$ cat src/rtl/rx_slicer_ber_pkg.sv
// rx_slicer_ber_pkg: shared constants, level codes, FSM state type and helpers
// for the 16-QAM receive slicer / BER counter.
// Contents: QAM levels, 2-bit level codes, rxb_state_t, popcount4().
package rx_slicer_ber_pkg;

    // Inner constellation level a (1s17) and the outer decision threshold 2a.
    localparam int QAM_INNER  = 16384;
    localparam int QAM_THRESH = 32768;

    // Length of the transmit-side PRBS generator that produces the reference.
    localparam int LFSR_LEN = 15;

    // Reference delay line depth (entries of 4-bit symbols).
    localparam int DLY_DEPTH = 32;

    // Sample type carried on both rails.
    typedef logic signed [17:0] sample_t;

    // Per-rail 2-bit level codes; exact inverse of the TX mapper.
    typedef logic [1:0] lvl_t;
    localparam lvl_t LVL_P3 = 2'b10;   // +3a
    localparam lvl_t LVL_P1 = 2'b11;   // +a
    localparam lvl_t LVL_M1 = 2'b01;   // -a
    localparam lvl_t LVL_M3 = 2'b00;   // -3a

    // Measurement FSM states.
    typedef enum logic [1:0] {
        RXB_IDLE    = 2'd0,
        RXB_MEASURE = 2'd1,
        RXB_DONE    = 2'd2
    } rxb_state_t;

    // Number of set bits in a 4-bit symbol difference (0..4).
    function automatic logic [2:0] popcount4(input logic [3:0] v);
        logic [2:0] n;
        n = 3'd0;
        for (int k = 0; k < 4; k++) begin
            n = n + {2'b00, v[k]};
        end
        return n;
    endfunction

endpackage

$ cat src/rtl/rx_slicer_ber_if.sv
// rx_slicer_ber_if: sample/reference/control inputs and decision/count outputs
// of the rx_slicer_ber block, bundled for port connection.
// Modports: master = stimulus side (drives samples, reads counts), slave = block.
interface rx_slicer_ber_if;
    import rx_slicer_ber_pkg::*;

    // Sample stream from the RX matched filter (4 samples per symbol).
    logic        sample_en;
    logic [1:0]  phase_sel;
    sample_t     in_phs_sig;
    sample_t     quad_sig;

    // Local reference symbol stream.
    logic [3:0]  ref_sym;
    logic        ref_valid;

    // Measurement control.
    logic        start;

    // Decisions.
    logic [3:0]  sym_out;
    logic        sym_valid;

    // Measurement status and results.
    logic        busy;
    logic        done;
    logic [21:0] sym_count;
    logic [21:0] sym_err_count;
    logic [23:0] bit_err_count;

    modport master (
        output sample_en, phase_sel, in_phs_sig, quad_sig,
        output ref_sym, ref_valid, start,
        input  sym_out, sym_valid, busy, done,
        input  sym_count, sym_err_count, bit_err_count
    );

    modport slave (
        input  sample_en, phase_sel, in_phs_sig, quad_sig,
        input  ref_sym, ref_valid, start,
        output sym_out, sym_valid, busy, done,
        output sym_count, sym_err_count, bit_err_count
    );

endinterface

$ cat src/rtl/rx_slicer_ber_slicer.sv
// slicer_4_level: registered 4-level decision on one signed 1s17 rail.
// Latency: decision registered one cycle after en.
// Backpressure: none; en is a strobe, the decision holds between strobes.
// Ports: clk, reset_n, en (capture strobe), x (sample), dec (2-bit level code).
module slicer_4_level
    import rx_slicer_ber_pkg::*;
#(
    parameter sample_t THRESH = 18'sd32768
) (
    input  logic    clk,
    input  logic    reset_n,
    input  logic    en,
    input  sample_t x,
    output lvl_t    dec
);

    localparam sample_t NEG_THRESH = -THRESH;
    localparam sample_t ZERO       = 18'sd0;

    // Boundaries belong to the upper region: x == THRESH is +3a, x == 0 is +a,
    // x == -THRESH is -a.
    always_ff @(posedge clk or negedge reset_n) begin
        if (!reset_n) begin
            dec <= LVL_M3;
        end else if (en) begin
            if (x >= THRESH) begin
                dec <= LVL_P3;
            end else if (x >= ZERO) begin
                dec <= LVL_P1;
            end else if (x >= NEG_THRESH) begin
                dec <= LVL_M1;
            end else begin
                dec <= LVL_M3;
            end
        end
    end

endmodule

$ cat src/rtl/rx_slicer_ber.sv
// rx_slicer_ber: decimate-by-4, 16-QAM slice, compare against delayed reference, count errors.
// Latency: sym_out/sym_valid 1 cycle after the decimating sample_en; counts 1 cycle later.
// Backpressure: none; free-running strobes, decisions are produced in every state.
// Ports: clk, reset_n (async active-low), bus (rx_slicer_ber_if.slave: samples,
//        phase_sel, ref_sym/ref_valid, start in; sym_out/sym_valid, busy, done, counts out).
module rx_slicer_ber
    import rx_slicer_ber_pkg::*;
#(
    parameter sample_t     THRESH    = 18'sd32768,
    parameter logic [21:0] WINDOW    = 22'd1048576,
    parameter logic [4:0]  REF_DELAY = 5'd16
) (
    input  logic           clk,
    input  logic           reset_n,
    rx_slicer_ber_if.slave bus
);

    // ------------------------------------------------------------------
    // Sample phase tracking and decimation
    // ------------------------------------------------------------------
    logic [1:0] smp_cnt;
    logic [1:0] phase_lat;
    logic       decim;

    assign decim = bus.sample_en && (smp_cnt == phase_lat);

    // phase_sel is only taken at the symbol boundary so a change can never
    // yield two decisions (or none) inside one symbol.
    always_ff @(posedge clk or negedge reset_n) begin
        if (!reset_n) begin
            smp_cnt   <= 2'd0;
            phase_lat <= 2'd0;
        end else if (bus.sample_en) begin
            smp_cnt <= smp_cnt + 2'd1;
            if (smp_cnt == 2'd3) begin
                phase_lat <= bus.phase_sel;
            end
        end
    end

    // ------------------------------------------------------------------
    // Per-rail slicers
    // ------------------------------------------------------------------
    lvl_t i_dec;
    lvl_t q_dec;
    logic sym_valid_q;

    slicer_4_level #(.THRESH(THRESH)) u_slice_i (
        .clk     (clk),
        .reset_n (reset_n),
        .en      (decim),
        .x       (bus.in_phs_sig),
        .dec     (i_dec)
    );

    slicer_4_level #(.THRESH(THRESH)) u_slice_q (
        .clk     (clk),
        .reset_n (reset_n),
        .en      (decim),
        .x       (bus.quad_sig),
        .dec     (q_dec)
    );

    always_ff @(posedge clk or negedge reset_n) begin
        if (!reset_n) begin
            sym_valid_q <= 1'b0;
        end else begin
            sym_valid_q <= decim;
        end
    end

    assign bus.sym_out   = {i_dec, q_dec};
    assign bus.sym_valid = sym_valid_q;

    // ------------------------------------------------------------------
    // Reference delay line
    // ------------------------------------------------------------------
    logic [3:0] dly [0:DLY_DEPTH-1];
    logic [3:0] ref_tap;

    always_ff @(posedge clk or negedge reset_n) begin
        if (!reset_n) begin
            for (int k = 0; k < DLY_DEPTH; k++) begin
                dly[k] <= 4'd0;
            end
        end else if (bus.ref_valid) begin
            dly[0] <= bus.ref_sym;
            for (int k = 1; k < DLY_DEPTH; k++) begin
                dly[k] <= dly[k-1];
            end
        end
    end

    // Read combinationally from the current register contents, so a shift in
    // the same cycle as sym_valid is not seen by this compare.
    assign ref_tap = dly[REF_DELAY];

    // ------------------------------------------------------------------
    // Error measurement
    // ------------------------------------------------------------------
    logic [3:0]  sym_diff;
    logic [2:0]  bit_diff;
    logic [21:0] sym_cnt_nxt;
    logic [24:0] bit_sum;

    assign sym_diff    = bus.sym_out ^ ref_tap;
    assign bit_diff    = popcount4(sym_diff);
    assign sym_cnt_nxt = bus.sym_count + 22'd1;
    assign bit_sum     = {1'b0, bus.bit_err_count} + {22'd0, bit_diff};

    rxb_state_t  state;
    logic        busy_q;
    logic        done_q;
    logic [21:0] sym_cnt_q;
    logic [21:0] sym_err_q;
    logic [23:0] bit_err_q;

    always_ff @(posedge clk or negedge reset_n) begin
        if (!reset_n) begin
            state     <= RXB_IDLE;
            busy_q    <= 1'b0;
            done_q    <= 1'b0;
            sym_cnt_q <= 22'd0;
            sym_err_q <= 22'd0;
            bit_err_q <= 24'd0;
        end else if (bus.start) begin
            // Start from any state clears and (re)arms; it also wins over a
            // symbol arriving in the same cycle.
            state     <= RXB_MEASURE;
            busy_q    <= 1'b1;
            done_q    <= 1'b0;
            sym_cnt_q <= 22'd0;
            sym_err_q <= 22'd0;
            bit_err_q <= 24'd0;
        end else begin
            case (state)
                RXB_MEASURE: begin
                    if (sym_valid_q) begin
                        sym_cnt_q <= sym_cnt_nxt;
                        if ((sym_diff != 4'd0) && (sym_err_q != '1)) begin
                            sym_err_q <= sym_err_q + 22'd1;
                        end
                        bit_err_q <= bit_sum[24] ? '1 : bit_sum[23:0];
                        if (sym_cnt_nxt == WINDOW) begin
                            state  <= RXB_DONE;
                            busy_q <= 1'b0;
                            done_q <= 1'b1;
                        end
                    end
                end
                RXB_IDLE, RXB_DONE: begin
                    // Counts frozen until the next start.
                end
                default: begin
                    state  <= RXB_IDLE;
                    busy_q <= 1'b0;
                    done_q <= 1'b0;
                end
            endcase
        end
    end

    assign bus.busy          = busy_q;
    assign bus.done          = done_q;
    assign bus.sym_count     = sym_cnt_q;
    assign bus.sym_err_count = sym_err_q;
    assign bus.bit_err_count = bit_err_q;

endmodule

$ cat src/flat_wrapper.sv
// flat-port wrapper written by rule: the top's interface ports become plain ports
module rx_slicer_ber_flat import rx_slicer_ber_pkg::*;
#(
    parameter sample_t     THRESH    = 18'sd32768,
    parameter logic [21:0] WINDOW    = 22'd1048576,
    parameter logic [4:0]  REF_DELAY = 5'd16
)
  (clk, reset_n, bus_sample_en, bus_phase_sel, bus_in_phs_sig, bus_quad_sig, bus_ref_sym, bus_ref_valid, bus_start, bus_sym_out, bus_sym_valid, bus_busy, bus_done, bus_sym_count, bus_sym_err_count, bus_bit_err_count);
  rx_slicer_ber_if bus_i ();
  input  logic clk;
  input  logic reset_n;
  input wire logic [$bits(bus_i.sample_en)-1:0] bus_sample_en;
  input wire logic [$bits(bus_i.phase_sel)-1:0] bus_phase_sel;
  input wire logic [$bits(bus_i.in_phs_sig)-1:0] bus_in_phs_sig;
  input wire logic [$bits(bus_i.quad_sig)-1:0] bus_quad_sig;
  input wire logic [$bits(bus_i.ref_sym)-1:0] bus_ref_sym;
  input wire logic [$bits(bus_i.ref_valid)-1:0] bus_ref_valid;
  input wire logic [$bits(bus_i.start)-1:0] bus_start;
  output wire logic [$bits(bus_i.sym_out)-1:0] bus_sym_out;
  output wire logic [$bits(bus_i.sym_valid)-1:0] bus_sym_valid;
  output wire logic [$bits(bus_i.busy)-1:0] bus_busy;
  output wire logic [$bits(bus_i.done)-1:0] bus_done;
  output wire logic [$bits(bus_i.sym_count)-1:0] bus_sym_count;
  output wire logic [$bits(bus_i.sym_err_count)-1:0] bus_sym_err_count;
  output wire logic [$bits(bus_i.bit_err_count)-1:0] bus_bit_err_count;
  assign bus_i.sample_en = bus_sample_en;
  assign bus_i.phase_sel = bus_phase_sel;
  assign bus_i.in_phs_sig = bus_in_phs_sig;
  assign bus_i.quad_sig = bus_quad_sig;
  assign bus_i.ref_sym = bus_ref_sym;
  assign bus_i.ref_valid = bus_ref_valid;
  assign bus_i.start = bus_start;
  assign bus_sym_out = bus_i.sym_out;
  assign bus_sym_valid = bus_i.sym_valid;
  assign bus_busy = bus_i.busy;
  assign bus_done = bus_i.done;
  assign bus_sym_count = bus_i.sym_count;
  assign bus_sym_err_count = bus_i.sym_err_count;
  assign bus_bit_err_count = bus_i.bit_err_count;
  rx_slicer_ber #(.THRESH(THRESH), .WINDOW(WINDOW), .REF_DELAY(REF_DELAY)) u_core (.clk(clk), .reset_n(reset_n), .bus(bus_i));
endmodule
$ cat config.mk
export PLATFORM = sky130hd
export DESIGN_NAME = rx_slicer_ber_flat
export DESIGN_NICKNAME = d
export VERILOG_FILES = /design/src/rtl/rx_slicer_ber_pkg.sv /design/src/rtl/rx_slicer_ber_if.sv /design/src/rtl/rx_slicer_ber_slicer.sv /design/src/rtl/rx_slicer_ber.sv /design/src/flat_wrapper.sv
export SDC_FILE = /design/constraint.sdc
export NUM_CORES = 1
export LEC_CHECK = 0
export CAP_MARGIN = 20
export CORE_MARGIN = 10
export CORE_UTILIZATION = 35
export DETAILED_ROUTE_END_ITERATION = 10
export GPL_TIMING_DRIVEN = 0
export HOLD_SLACK_MARGIN = 0.06
export PLACE_DENSITY = 0.63
export SLEW_MARGIN = 40
export SYNTH_ARGS = -nofsm -noshare
export SYNTH_HDL_FRONTEND = slang
export SYNTH_HIERARCHICAL = 1
export SYNTH_SLANG_ARGS = --single-unit
$ cat constraint.sdc
create_clock -name clk -period 4.69 [get_ports clk]
set_input_delay 0.938 -clock clk [delete_from_list [all_inputs] [get_ports clk]]
set_output_delay 0.938 -clock clk [all_outputs]
set_load 0.03 [all_outputs]
==> out/qor.yml, run 1 <==
run_status:
  outcome: "complete, no violations"
placement:
  numPortBuffers: 89
  placed_cells: 987
  pre_cts_ws_ns: 0.7938
  post_dp_cell_area_um2: 8275
  dp_hpwl_mm: 11.65
  gp_congestion: 0.8326
grt:
  grt_pass1_wl_mm: 26.76
  grt_overflow: 0
  grt_pass1_vias: 5081
  antenna_found_initial: 0
  grt_max_degree: 58
  grt.total_usage: 0.1259
pwr:
  p_int_mw: 2.765
  p_per_area_nw_per_um2: 454.7
  pwr-share-clk: 0.329
  power_leakage_nw: 3.577
  switchingPower_mw: 1.258
  peakVddDrop_uv: 358.0
  sw_frac_of_total: 0.3127
  sequentialPowerShare: 0.427
  pwr-share-comb: 0.244
synth:
  synth_area_leader_cell: "dfrtp_1"
  ys_ff_latch: 147
  syn_area_um2: 6993
  synth_warnings: 6
  synth_top_area_share: 0.5260
  ys_types: 59
  ys_async_sr_fraction: 1.000
  synth_nets: 685
  synth_edf_count: 0
  syn_avg_cell_area_um2: 11.08
  synthFlopType: "dfrtp_1"
  synth_cells: 631
  yosysSeqAreaShare: 0.5260
  ys_top_cells_by_area: "dfrtp_1 (53%), mux2_2 (12%), nor2_1 (3.9%), xor2_1 (3.1%), xnor2_1 (2.0%)"
floorplanning:
  rows: 51
  die_w_um: 161.4
  ios: 122
  design.core.area_um2: 19590
  die_area_um2: 26030
  fp.dieH_um: 161.4
  start_util: 0.3570
clock_network:
  cts.clk_slew.worst_paths_ns: 0.07
  cts_root_buf: "clkbuf_16"
  cts.sinks: 147
  cts_setup_buffers: 0
  cts_inserted_buffers: 17
  worstSkewPairLatency_ns: 0.43
  ctsHoldBuffers: 0
  cts_tree: "built"
  cts_max_level: 4
  ctsResizeCount: 0
  max-clock-path-buffers: 2
layout:
  nFillCells: 1866
  areaGrowthSynthToFinish_pct: 26.52
  diodes: 0
  layout_commonest_cell: "dfrtp_1"
  layout_common_cells: "dfrtp_1 (147), clkdlybuf4s50_1 (88), nor2_1 (73)"
  nets: 795
  stdcell_count: 1019
  final_area_um2: 8847
  drive_above_1_share: 0.1645
  final_util: 0.4516
timing:
  worst_slack_ns: 0.8121
  maxSlewViolCount: 0
  hold_slack_ns: 0.3896
  skew_ns: 0.009814
  max_slew.worst_pin.slew_ns: 0.7049
  setup_violations: 0
  rsz0062_at_grt: "false"
  max_freq_mhz: 257.9
  final-hold-violation-count: 0
  fin_crit_sh: 0.8269
  min_period_ns: 3.878
  slew_headroom: 0.5280
route:
  via_count: 5192
  ant_nets: 0
  dr.pass1.iters: 5
  drc: 0
  avgViaCountPerCell: 5.095
  totalWireLength_mm: 16.13
  drt_iter0_drc: 238
  wl_per_cell_um: 15.83
critical_path:
  cp-end-kind: "flop"
  reg2regPathDepth: 11
  critical_path_class: "flop to flop"
  r2r_end: "u_core/bus.bit_err_count[0]$_DFFE_PN0P_"
  rr_startpoint: "u_core/u_slice_q/dec[0]$_DFFE_PN0P_"
  slowest_stage: "or4_1"
  path_cells: "xnor2_1, fa_1, fa_1, inv_1, fa_1, and3_1, nand4_1, or4_1, clkbuf_1, buf_1, a311oi_1"
  r2r_setup_slack_ns: 0.81
  path_max_fanout: 10
  cp.arrival_ns: 4.21
  crit_required_ns: 5.02
  critical_path.max_stage_delay_ns: 0.54
  cp_common_cell: "fa_1"
  startpoint_type: "flop"
min_path:
  hold_path_class: "input port to async pin"
flow_run:
  maxCapViolCount: 0
layer usage:
| layer | share of wire | GRT usage | vias to the layer above |
|---|---|---|---|
| met4 | 0.013 | 0.04467 | 0 |
| li1 | - | - | 2516 |
| met1 | 0.45 | 0.1567 | 2555 |
| met5 | 0 | 0 | - |
| met2 | 0.48 | 0.2015 | 103 |
| met3 | 0.058 | 0.03965 | 18 |
through the flow:
stage / TNS (ns) / power (mW)
2_1_floorplan: 0 / 2.391
6_report: 0 / 4.023
3_5_place_dp: 0 / 2.751
4_1_cts: 0 / 4.098
5_1_grt: 0 / 4.277
3_3_place_gp: -498.92 / 2.719
worst max-delay path: cells and delay by family (launching register included):
family	cells	cell delay, ns
adder cells (fa/ha/maj)	3	1.16
AND/OR/NAND/NOR	3	0.97
buffers and inverters	3	0.67
flip-flops	1	0.42
AO/OA/AOI/OAI	1	0.33
XOR/XNOR	1	0.25
kinds of logic after synthesis:
| kind of cell | count (synthesis) | share of synthesized area |
|---|---|---|
| AND/OR/NAND/NOR | 228 | 0.1752 |
| flip-flops | 147 | 0.5260 |
| AO/OA/AOI/OAI | 91 | 0.08803 |
| multiplexers | 76 | 0.1217 |
| XOR/XNOR | 41 | 0.05135 |
| buffers and inverters | 41 | 0.02201 |
| adder cells (fa/ha/maj) | 7 | 0.01575 |
flip-flops by register name (all words and copies together), names as in the netlist:
register and cells:
u_core/dly 64, u_core/bus.bit_err_count 24, u_core/bus.sym_count 22, u_core/bus.sym_err_count 22, u_core/ref_tap 4, u_core/phase_lat 2, u_core/smp_cnt 2, u_core/state 2
u_core/u_slice_i/dec 2, u_core/u_slice_q/dec 2, u_core/bus.sym_valid 1
layout make-up:
cell class / instances / area [um2] / share of cell area
sequential: 147 / 3679 / 0.4158
multi-input combinational: 443 / 3161 / 0.3572
timing repair buffer: 91 / 950.9 / 0.1075
clock buffer: 18 / 429.2 / 0.04851
tap: 265 / 331.6 / 0.03748
clock inverter: 14 / 142.6 / 0.01612
buffer: 31 / 116.4 / 0.01315
inverter: 10 / 37.54 / 0.004243
worst max path at each step:
stage                                        start                                 endpoint  slack [ns]  cells past startpoint
2_1_floorplan  u_core/u_slice_q/dec[0]$_DFFE_PN0P_  u_core/bus.bit_err_count[0]$_DFFE_PN0P_        1.15                     11
3_3_place_gp                               reset_n              u_core/dly[127]$_DFFE_PN0P_       -3.41                      1
3_5_place_dp   u_core/u_slice_q/dec[0]$_DFFE_PN0P_  u_core/bus.bit_err_count[0]$_DFFE_PN0P_        0.79                     11
4_1_cts        u_core/u_slice_q/dec[0]$_DFFE_PN0P_  u_core/bus.bit_err_count[0]$_DFFE_PN0P_        0.78                     11
5_1_grt        u_core/u_slice_q/dec[0]$_DFFE_PN0P_  u_core/bus.bit_err_count[0]$_DFFE_PN0P_        0.55                     11
6_report       u_core/u_slice_q/dec[0]$_DFFE_PN0P_  u_core/bus.bit_err_count[0]$_DFFE_PN0P_        0.81                     11
power groups by stage:
stage	Sequential (mW)	Combinational [mW]	Clock, mW
after floorplan	1.77	0.624	0
after global placement	1.74	0.980	0
after detailed placement	1.75	1.00	0
after CTS	1.72	1.01	1.37
after global routing	1.76	1.10	1.42
final	1.72	0.983	1.32
synthesized netlist by cell type (all sizes together) (13+ instances only):
master and n:
xor2 25, a21oi 25, clkbuf 26, o21ai 13
nor3 17, and3 15, nand3 26, xnor2 16
nor2 73, nand2 32, mux2 72, nand4 20
dfrtp 147
No activity file was read; power rests on OpenSTA's default activity.
==> run 2: changes to the inputs <==
--- a/config.mk
+++ b/config.mk
@@ -11,7 +11,7 @@
 export DETAILED_ROUTE_END_ITERATION = 10
 export GPL_TIMING_DRIVEN = 0
 export HOLD_SLACK_MARGIN = 0.06
-export PLACE_DENSITY = 0.63
+export PLACE_DENSITY = 0.65
 export SLEW_MARGIN = 40
 export SYNTH_ARGS = -nofsm -noshare
 export SYNTH_HDL_FRONTEND = slang
==> constraint.sdc (replaced) <==
create_clock -name clk -period 3.4 [get_ports clk]
set_input_delay 0.68 -clock clk [delete_from_list [all_inputs] [get_ports clk]]
set_output_delay 0.68 -clock clk [all_outputs]
set_load 0.03 [all_outputs]
==> out/qor.yml, run 2 (same netlist as run 1, synthesis figures left out) <==
run_status:
  outcome: "complete, no violations"  # unchanged
timing:
  maxSlewViolCount: 0  # unchanged
  setup_violations: 0  # unchanged
  max_freq_mhz: 299.2  # was 257.9 MHz
  min_period_ns: 3.342  # was 3.878 ns
  rsz0062_at_grt: "true"  # was false
  max_slew.worst_pin.slew_ns: 0.6957  # was 0.7049 ns
  skew_ns: 0.01046  # was 0.009814 ns
  final-hold-violation-count: 0  # unchanged
  slew_headroom: 0.5323  # was 0.5280
  fin_crit_sh: 0.9829  # was 0.8269
clock_network:
  ctsHoldBuffers: 0  # unchanged
  cts.sinks: 147  # unchanged
  cts_root_buf: "clkbuf_16"  # unchanged
  cts_tree: "built"  # unchanged
  cts.clk_slew.worst_paths_ns: 0.06  # was 0.07 ns
  max-clock-path-buffers: 2  # unchanged
  worstSkewPairLatency_ns: 0.42  # was 0.43 ns
  cts_inserted_buffers: 17  # unchanged
  cts_max_level: 4  # unchanged
layout:
  layout_commonest_cell: "dfrtp_1"  # unchanged
  multi_input_area_um2: 3231  # was 3161 um2
  diodes: 0  # unchanged
  areaGrowthSynthToFinish_pct: 30.09  # was 26.52%
  final_util: 0.4644  # was 0.4516
  regMostFlops: "u_core/dly"  # unchanged
  stdcell_count: 1023  # was 1019
  nFillCells: 1831  # was 1866
  largest_reg_flops: 64  # unchanged
  nets: 799  # was 795
  drive_above_1_share: 0.1913  # was 0.1645
  regArea_um2: 3681  # was 3679 um2
  layout_common_cells: "dfrtp_1 (145), clkdlybuf4s50_1 (88), nor2_1 (73)"  # was dfrtp_1 (147), clkdlybuf4s50_1 (88), nor2_1 (73)
pwr:
  switchingPower_mw: 1.720  # was 1.258 mW
  p_int_mw: 4.252  # was 2.765 mW
  sequentialPowerShare: 0.401  # was 0.427
  p_per_area_nw_per_um2: 656.4  # was 454.7 nW/um2
  peakVddDrop_uv: 438.9  # was 358.0 uV
  pwr-share-clk: 0.363  # was 0.329
  power_leakage_nw: 3.679  # was 3.577 nW
  pwr-share-comb: 0.236  # was 0.244
  power_mw: 5.972  # was 4.023 mW
  sw_frac_of_total: 0.2880  # was 0.3127
critical_path:
  cp.arrival_ns: 3.66  # was 4.21 ns
  startpoint_type: "flop"  # unchanged
  crit_required_ns: 3.72  # was 5.02 ns
  path_max_fanout: 10  # unchanged
  cp-end-kind: "flop"  # unchanged
  critical_path_class: "flop to flop"  # unchanged
grt:
  grt_pass1_wl_mm: 27.95  # was 26.76 mm
  antenna_found_initial: 0  # unchanged
  grt_overflow: 0  # unchanged
  grt_max_degree: 69  # was 58
  grt.total_usage: 0.1307  # was 0.1259
  grt_pass1_vias: 5219  # was 5081
placement:
  dp_hpwl_mm: 11.69  # was 11.65 mm
  numPortBuffers: 89  # unchanged
  gp_congestion: 0.8239  # was 0.8326
  placed_cells: 987  # unchanged
route:
  dr_wl_met2_mm: 8.159  # was 7.689 mm
  wl_per_cell_um: 16.44  # was 15.83 um
  drc: 0  # unchanged
  totalWireLength_mm: 16.82  # was 16.13 mm
  dr_wl_met3_um: 851  # was 937 um
  avgViaCountPerCell: 5.136  # was 5.095
  highest_layer: "met4"  # unchanged
  dr.pass1.iters: 4  # was 5
  via_count: 5254  # was 5192
  wl_met1_mm: 7.657  # was 7.297 mm
  ant_nets: 0  # unchanged
  drt_iter0_drc: 281  # was 238
floorplanning:
  start_util: 0.3570  # unchanged
  fp.dieH_um: 161.4  # unchanged
  ios: 122  # unchanged
  die_area_um2: 26030  # unchanged
  die_w_um: 161.4  # unchanged
  rows: 51  # unchanged
  design.core.area_um2: 19590  # unchanged
min_path:
  hold_path_class: "input port to async pin"  # unchanged
flow_run:
  maxCapViolCount: 0  # unchanged
-- run 2: repair_timing --
item | 4_1_cts | 5_1_grt
gates resized for setup | 10 | 8
gates cloned | 0 | 1
setup buffers | 3 | 1
endpoints found under the setup margin | 22 | 21
pin swaps | 5 | 5
-- run 2: layout make-up --
type | instances | area share
Inverter | 10 | 0.004126
Clock inverter | 11 | 0.02448
Multi-Input combinational cell | 443 | 0.3551
Sequential cell | 147 | 0.4046
Tap cell | 265 | 0.03645
Timing Repair Buffer | 96 | 0.1106
Clock buffer | 21 | 0.05061
Buffer | 30 | 0.01403
-- run 2: final timing paths --
check                                                     from                                       to  cells past startpoint  slack [ns]
hold / removal                                         reset_n     u_core/bus.sym_count[10]$_DFFE_PN0P_                      1        0.10
hold reg to reg                     u_core/dly[86]$_DFFE_PN0P_               u_core/dly[82]$_DFFE_PN0P_                      1        0.49
max in group asynchronous                              reset_n      u_core/u_slice_q/dec[0]$_DFFE_PN0P_                      2        2.67
min in group clk                    u_core/dly[86]$_DFFE_PN0P_               u_core/dly[82]$_DFFE_PN0P_                      1        0.49
setup reg to reg           u_core/u_slice_q/dec[0]$_DFFE_PN0P_  u_core/bus.bit_err_count[0]$_DFFE_PN0P_                     11        0.06
setup / recovery           u_core/u_slice_q/dec[0]$_DFFE_PN0P_  u_core/bus.bit_err_count[0]$_DFFE_PN0P_                     11        0.06
-- run 2: layer usage --
| metal | vias to the layer above | global-route usage |
|---|---|---|
| li1 | 2522 | - |
| met1 | 2618 | 0.1670 |
| met2 | 105 | 0.2128 |
| met3 | 9 | 0.03559 |
| met4 | 0 | 0.03681 |
| met5 | - | 0 |
-- run 2: metrics by stage --
stage                     hold slack [ns]  TNS (ns)  area (um2)  setup WS, ns
after global placement             0.4845   -662.18        8234        -5.048
after global routing              0.09905   -0.2750        9097      -0.04620
after detailed placement           0.4886    -5.436        8294       -0.3622
after floorplan                    0.3844         0        7012       0.01271
final                              0.1003         0        9097       0.05823
after CTS                         0.08780         0        9031       0.05232
-- run 2: power by group through the flow --
stage	Clock (mW)	Combinational, mW	Sequential [mW]
5_1_grt	2.28	1.56	2.46
2_1_floorplan	0	0.874	2.45
6_report	2.17	1.41	2.39
3_5_place_dp	0	1.39	2.43
3_3_place_gp	0	1.35	2.41
4_1_cts	2.21	1.42	2.40
-- run 2: critical path: stages, from the launching register on --
cell	delay, ns
dfrtp_2	0.45
xnor2_4	0.16
fa_1	0.50
fa_2	0.37
inv_2	0.06
fa_2	0.19
and3_4	0.21
nand4_1	0.14
or4_4	0.56
buf_8	0.16
buf_4	0.17
a311oi_1	0.26
